[src/rtl/stereo_gain_sequencer.sv]
// Stereo gain sequencer: maps aural_state to L/R gain targets, ramps gains per sample, scales mono input to L/R.
// Latency: new_sample in cycle k -> sample_out_valid in cycle k+3; one shared multiplier used over two cycles.
// Backpressure: none; new_sample outside IDLE is dropped and sets the sticky overrun flag.
module stereo_gain_sequencer #(
   parameter int SAMPLE_W = 16,
   parameter int GAIN_W   = 8,
   parameter int STEP     = 8
) (
   input  logic                       clk,
   input  logic                       rst,
   input  logic [1:0]                 aural_state,
   input  logic                       new_sample,
   input  logic signed [SAMPLE_W-1:0] sample_in,
   output logic signed [SAMPLE_W-1:0] sample_left,
   output logic signed [SAMPLE_W-1:0] sample_right,
   output logic                       sample_out_valid,
   output logic                       ramping,
   output logic                       overrun
);

   localparam int PROD_W = SAMPLE_W + GAIN_W + 2;
   localparam logic [GAIN_W:0]   UNITY  = {1'b1, {GAIN_W{1'b0}}};
   localparam logic [GAIN_W+1:0] STEP_V = (GAIN_W+2)'(STEP);

   typedef enum logic [1:0] {
      IDLE  = 2'd0,
      MUL_L = 2'd1,
      MUL_R = 2'd2,
      OUT   = 2'd3
   } state_t;

   state_t                     state_q, state_d;
   logic signed [SAMPLE_W-1:0] sample_q, sample_d;
   logic [GAIN_W:0]            gain_l_q, gain_l_d, gain_r_q, gain_r_d;
   logic [GAIN_W:0]            tgt_l_q, tgt_l_d, tgt_r_q, tgt_r_d;
   logic signed [SAMPLE_W-1:0] left_q, left_d, right_q, right_d;
   logic                       valid_q, valid_d;
   logic                       overrun_q, overrun_d;

   logic [GAIN_W:0]            map_l, map_r;
   logic [GAIN_W:0]            mul_gain;
   logic signed [PROD_W-1:0]   product;
   logic signed [SAMPLE_W-1:0] scaled;

   // Move a gain one STEP toward its target without overshooting; the
   // extra top bit keeps g+STEP from wrapping when g is at unity.
   function automatic logic [GAIN_W:0] step_gain(input logic [GAIN_W:0] g,
                                                  input logic [GAIN_W:0] t);
      logic [GAIN_W+1:0] up;
      logic [GAIN_W+1:0] down_gap;
      up       = {1'b0, g} + STEP_V;
      down_gap = {1'b0, g} - {1'b0, t};
      step_gain = g;
      if (g < t) begin
         if (up >= {1'b0, t}) step_gain = t;
         else                 step_gain = up[GAIN_W:0];
      end else if (g > t) begin
         if (down_gap <= STEP_V) step_gain = t;
         else                    step_gain = g - STEP_V[GAIN_W:0];
      end
   endfunction

   assign map_l = aural_state[1] ? UNITY : '0;
   assign map_r = aural_state[0] ? UNITY : '0;

   // Shared multiplier: gain operand chosen by which channel is being computed.
   always_comb begin
      mul_gain = (state_q == MUL_R) ? gain_r_q : gain_l_q;
   end

   // Gain is non-negative, so it is zero-extended into a signed operand;
   // taking bits above GAIN_W is an arithmetic shift (floor) plus truncation.
   assign product = PROD_W'(sample_q) * PROD_W'($signed({1'b0, mul_gain}));
   assign scaled  = product[GAIN_W +: SAMPLE_W];

   // Next-state and datapath updates sequenced by the FSM.
   always_comb begin
      state_d   = state_q;
      sample_d  = sample_q;
      gain_l_d  = gain_l_q;
      gain_r_d  = gain_r_q;
      tgt_l_d   = tgt_l_q;
      tgt_r_d   = tgt_r_q;
      left_d    = left_q;
      right_d   = right_q;
      valid_d   = 1'b0;
      overrun_d = overrun_q | (new_sample && (state_q != IDLE));
      case (state_q)
         IDLE: begin
            if (new_sample) begin
               state_d  = MUL_L;
               sample_d = sample_in;
               tgt_l_d  = map_l;
               tgt_r_d  = map_r;
               gain_l_d = step_gain(gain_l_q, map_l);
               gain_r_d = step_gain(gain_r_q, map_r);
            end
         end
         MUL_L: begin
            left_d  = scaled;
            state_d = MUL_R;
         end
         MUL_R: begin
            right_d = scaled;
            valid_d = 1'b1;
            state_d = OUT;
         end
         OUT: begin
            state_d = IDLE;
         end
         default: begin
            state_d = IDLE;
         end
      endcase
   end

   // State and datapath registers; reset restores unity gains and quiet outputs.
   always_ff @(posedge clk or posedge rst) begin
      if (rst) begin
         state_q   <= IDLE;
         sample_q  <= '0;
         gain_l_q  <= UNITY;
         gain_r_q  <= UNITY;
         tgt_l_q   <= UNITY;
         tgt_r_q   <= UNITY;
         left_q    <= '0;
         right_q   <= '0;
         valid_q   <= 1'b0;
         overrun_q <= 1'b0;
      end else begin
         state_q   <= state_d;
         sample_q  <= sample_d;
         gain_l_q  <= gain_l_d;
         gain_r_q  <= gain_r_d;
         tgt_l_q   <= tgt_l_d;
         tgt_r_q   <= tgt_r_d;
         left_q    <= left_d;
         right_q   <= right_d;
         valid_q   <= valid_d;
         overrun_q <= overrun_d;
      end
   end

   assign sample_left      = left_q;
   assign sample_right     = right_q;
   assign sample_out_valid = valid_q;
   assign overrun          = overrun_q;
   assign ramping          = (gain_l_q != tgt_l_q) || (gain_r_q != tgt_r_q);

endmodule

[config.mk]
export PLATFORM = sky130hd
export DESIGN_NAME = stereo_gain_sequencer
export DESIGN_NICKNAME = d
export VERILOG_FILES = /design/src/rtl/stereo_gain_sequencer.sv
export SDC_FILE = /design/constraint.sdc
export NUM_CORES = 1
export LEC_CHECK = 0
export CAP_MARGIN = 20
export CORE_MARGIN = 2
export CORE_UTILIZATION = 42
export DETAILED_ROUTE_END_ITERATION = 8
export DONT_BUFFER_PORTS = 1
export MAX_ROUTING_LAYER = met4
export SETUP_SLACK_MARGIN = 0.02
export SLEW_MARGIN = 20
export SYNTH_ARGS = -nofsm -noshare
export SYNTH_HDL_FRONTEND = slang
export SYNTH_SLANG_ARGS = --single-unit
[constraint.sdc]
create_clock -name clk -period 12.25 [get_ports clk]
set_input_delay 0.6125 -clock clk [delete_from_list [all_inputs] [get_ports clk]]
set_output_delay 0.6125 -clock clk [all_outputs]
set_load 0.01 [all_outputs]
==> results.py <==
metrics = {
    "finish": {
        "seq_area_sq_um": 1657,
        "final_cell_mix": "inv_1, fa_1, ha_1",
        "drive_gt1_share_pct": 8.343,
        "synthToLayoutAreaGrowth_pct": 9.510,
        "multi_input_area_sq_um": 5841,
        "layout.nets": 1069,
        "fill_cells": 1820,
        "final_common_cell": "inv_1",
    },
    "worst_hold_path": {
        "hp-class": "primary input to register",
        "hold_path_depth": 1,
        "min-delay-start": "new_sample",
    },
    "yosys": {
        "netlist_instances": 827,
        "ys.flop_type": "dfrtp_1",
        "ys_warn_count": 0,
        "syn_area_sq_um": 7960,
        "synth_area_per_cell_sq_um": 9.625,
        "synth_edf_count": 0,
        "synth_cell_type_count": 55,
        "synth_seq_area_share_pct": 20.81,
        "async_flop_share_pct": 100.0,
        "ys_ff_latch": 66,
    },
    "place": {
        "portBuffers": 0,
        "place_congestion": 0.8389,
        "hpwl_microns": 12540,
    },
    "cts": {
        "clkTransAtPathRegs_ps": 50,
        "cts_buffer_depth": 2,
        "clk_root_buffer_cell": "clkbuf_16",
        "cts_tree": "built",
        "postCtsSetupRepairBufs": 0,
        "clk_latency_ps": 340,
        "cts-hold-fix-buffers": 0,
        "clkSinkCount": 66,
        "htree_num_levels": 3,
        "cts_buffers": 9,
        "cts_resized": 0,
    },
    "die": {
        "die_y_microns": 141.7,
        "num_rows": 50,
        "pin_count": 56,
        "initial_utilization_pct": 42.70,
        "die_area_sq_um": 20070,
        "core-area_sq_um": 18640,
        "die_x_microns": 141.7,
    },
    "run_status": {
        "outcome": "complete, no violations",
    },
    "critical_path": {
        "end_kind": "register",
        "cp-start-kind": "register",
        "worst-path-max-fanout": 29,
        "crit_start": "state_q[0]",
        "cp.arrival_ps": 6520,
        "critPathKind": "register to register",
        "rr_worst_depth": 22,
        "rr_startpoint": "state_q[0]",
        "required_ps": 12470,
        "ff2ff_setup_slack_ps": 5950,
    },
    "global_route": {
        "grt_pass1_vias": 5888,
        "grt_first_pass_wirelength_microns": 28190,
        "grt_max_degree": 67,
        "overflow": 0,
        "antenna_found_initial": 1,
        "grtUsageTotal_pct": 18.25,
    },
    "timing": {
        "max-slew-margin-rel_pct": 34.03,
        "slew_violations": 0,
        "period_minus_slack_ps": 6297,
        "fin_skew_ps": 8.319,
        "setup_tns_ps": 0,
        "finalSetupViolCount": 0,
        "rsz0062_at_grt": "no",
        "fin_crit_sh_pct": 51.40,
        "timing.fmax_mhz": 158.8,
        "tightest_slew_ps": 987.1,
        "hold_violations": 0,
    },
    "detailed_routing": {
        "drt-initial-drc-count": 188,
        "ant_nets": 0,
        "drc": 0,
        "firstDrtPassIters": 7,
        "routedWlPerCell_microns": 14.08,
        "num_vias": 5584,
        "viasPerCell": 5.031,
        "routed_wl_microns": 15630,
    },
    "flow_run": {
        "max-cap-violations": 0,
    },
}
==> state kept, by name, summed over array words and instances (netlist names) <==
signal and count:
tgt_l_q 1, sample_q 16, tgt_r_q 1, sample_left 16, gain_l_q 6, sample_right 16, gain_r_q 6, state_q 2
sample_out_valid 1, overrun 1
==> kinds of logic (layout without fill, tap and decap cells) <==
logic type,after synthesis,after routing,share of synthesized area (%)
buffers and inverters,171,170,8.126
flip-flops,66,66,20.81
AO/OA/AOI/OAI,121,121,9.918
AND/OR/NAND/NOR,217,217,13.79
adder cells (fa/ha/maj),177,177,37.91
other,2,52,0.09435
multiplexers,43,43,6.052
XOR/XNOR,30,30,3.301
==> cell type report <==
cell class	count	share of cell area, %
antenna	1	0.02871
tap	234	3.359
sequential	66	19.00
multi-input combinational	639	67.00
clock inverter	2	0.6890
timing repair buffer	6	0.5167
clock buffer	13	2.986
inverter	149	6.416
==> per-stage QoR <==
step	hold WS, ps	cell area, sq um	utilization [%]	instances	setup WS, ps
CTS	338.3	8715	46.75	1109	5901
global placement	518.4	8394	45.03	1094	6040
floorplan	493.2	8144	-	876	6273
finish	349.9	8717	46.76	1110	5953
detailed placement	520.4	8394	45.03	1094	5946
global route	339.3	8717	46.76	1110	5571
==> synthesized netlist by cell type (6+ instances only) <==
cell type  instances  area share (%)
a21oi_1           33             2.1
a31oi_1            9            0.71
and2_1            32             2.5
and3_1             6            0.47
clkbuf_1          17            0.80
dfrtp_1           62              19
fa_1             107              27
ha_1              70              11
inv_1            149             7.0
mux2_2            41             5.8
nand2_1           66             3.1
nand3_1           13            0.82
nor2_1            35             1.7
nor2b_1           34             2.7
nor3_1            12            0.75
o21a_1             6            0.57
o21ai_0           20             1.3
o21ai_1            7            0.44
o31ai_1           10            0.94
xnor2_1           22             2.4
xor2_1             8            0.88
==> critical path, cell delays in order (launching register included) <==
cell	delay [ps]
dfrtp_1	390
inv_1	120
ha_1	150
buf_4	320
mux2_2	510
and2_1	230
fa_1	450
fa_1	550
inv_1	50
fa_1	470
inv_1	50
fa_1	520
inv_1	50
fa_1	490
inv_1	40
ha_1	360
nand2_1	70
o21ai_1	230
o21ba_4	210
o311a_4	400
o21ai_2	150
xnor2_1	80
mux2_2	260
==> worst paths after layout <==
path / to
setup / recovery: sample_left[14]
hold / removal: state_q[1]
setup reg to reg: sample_left[14]
hold reg to reg: overrun
max in group asynchronous: sample_q[8]
min in group asynchronous: sample_right[5]
==> metal layers <==
layer / GRT usage (%) / part of all wire [%] / up-vias
met4: 4.211 / 1.1 / 0
li1: - / - / 2710
met5: - / 0 / -
met1: 21.03 / 41 / 2806
met3: 3.307 / 2.8 / 13
met2: 33.11 / 55 / 55
Power is left out: the tool's default activity adds up to more than one toggle a clock period on the data nets, which glitch-free logic cannot reach.
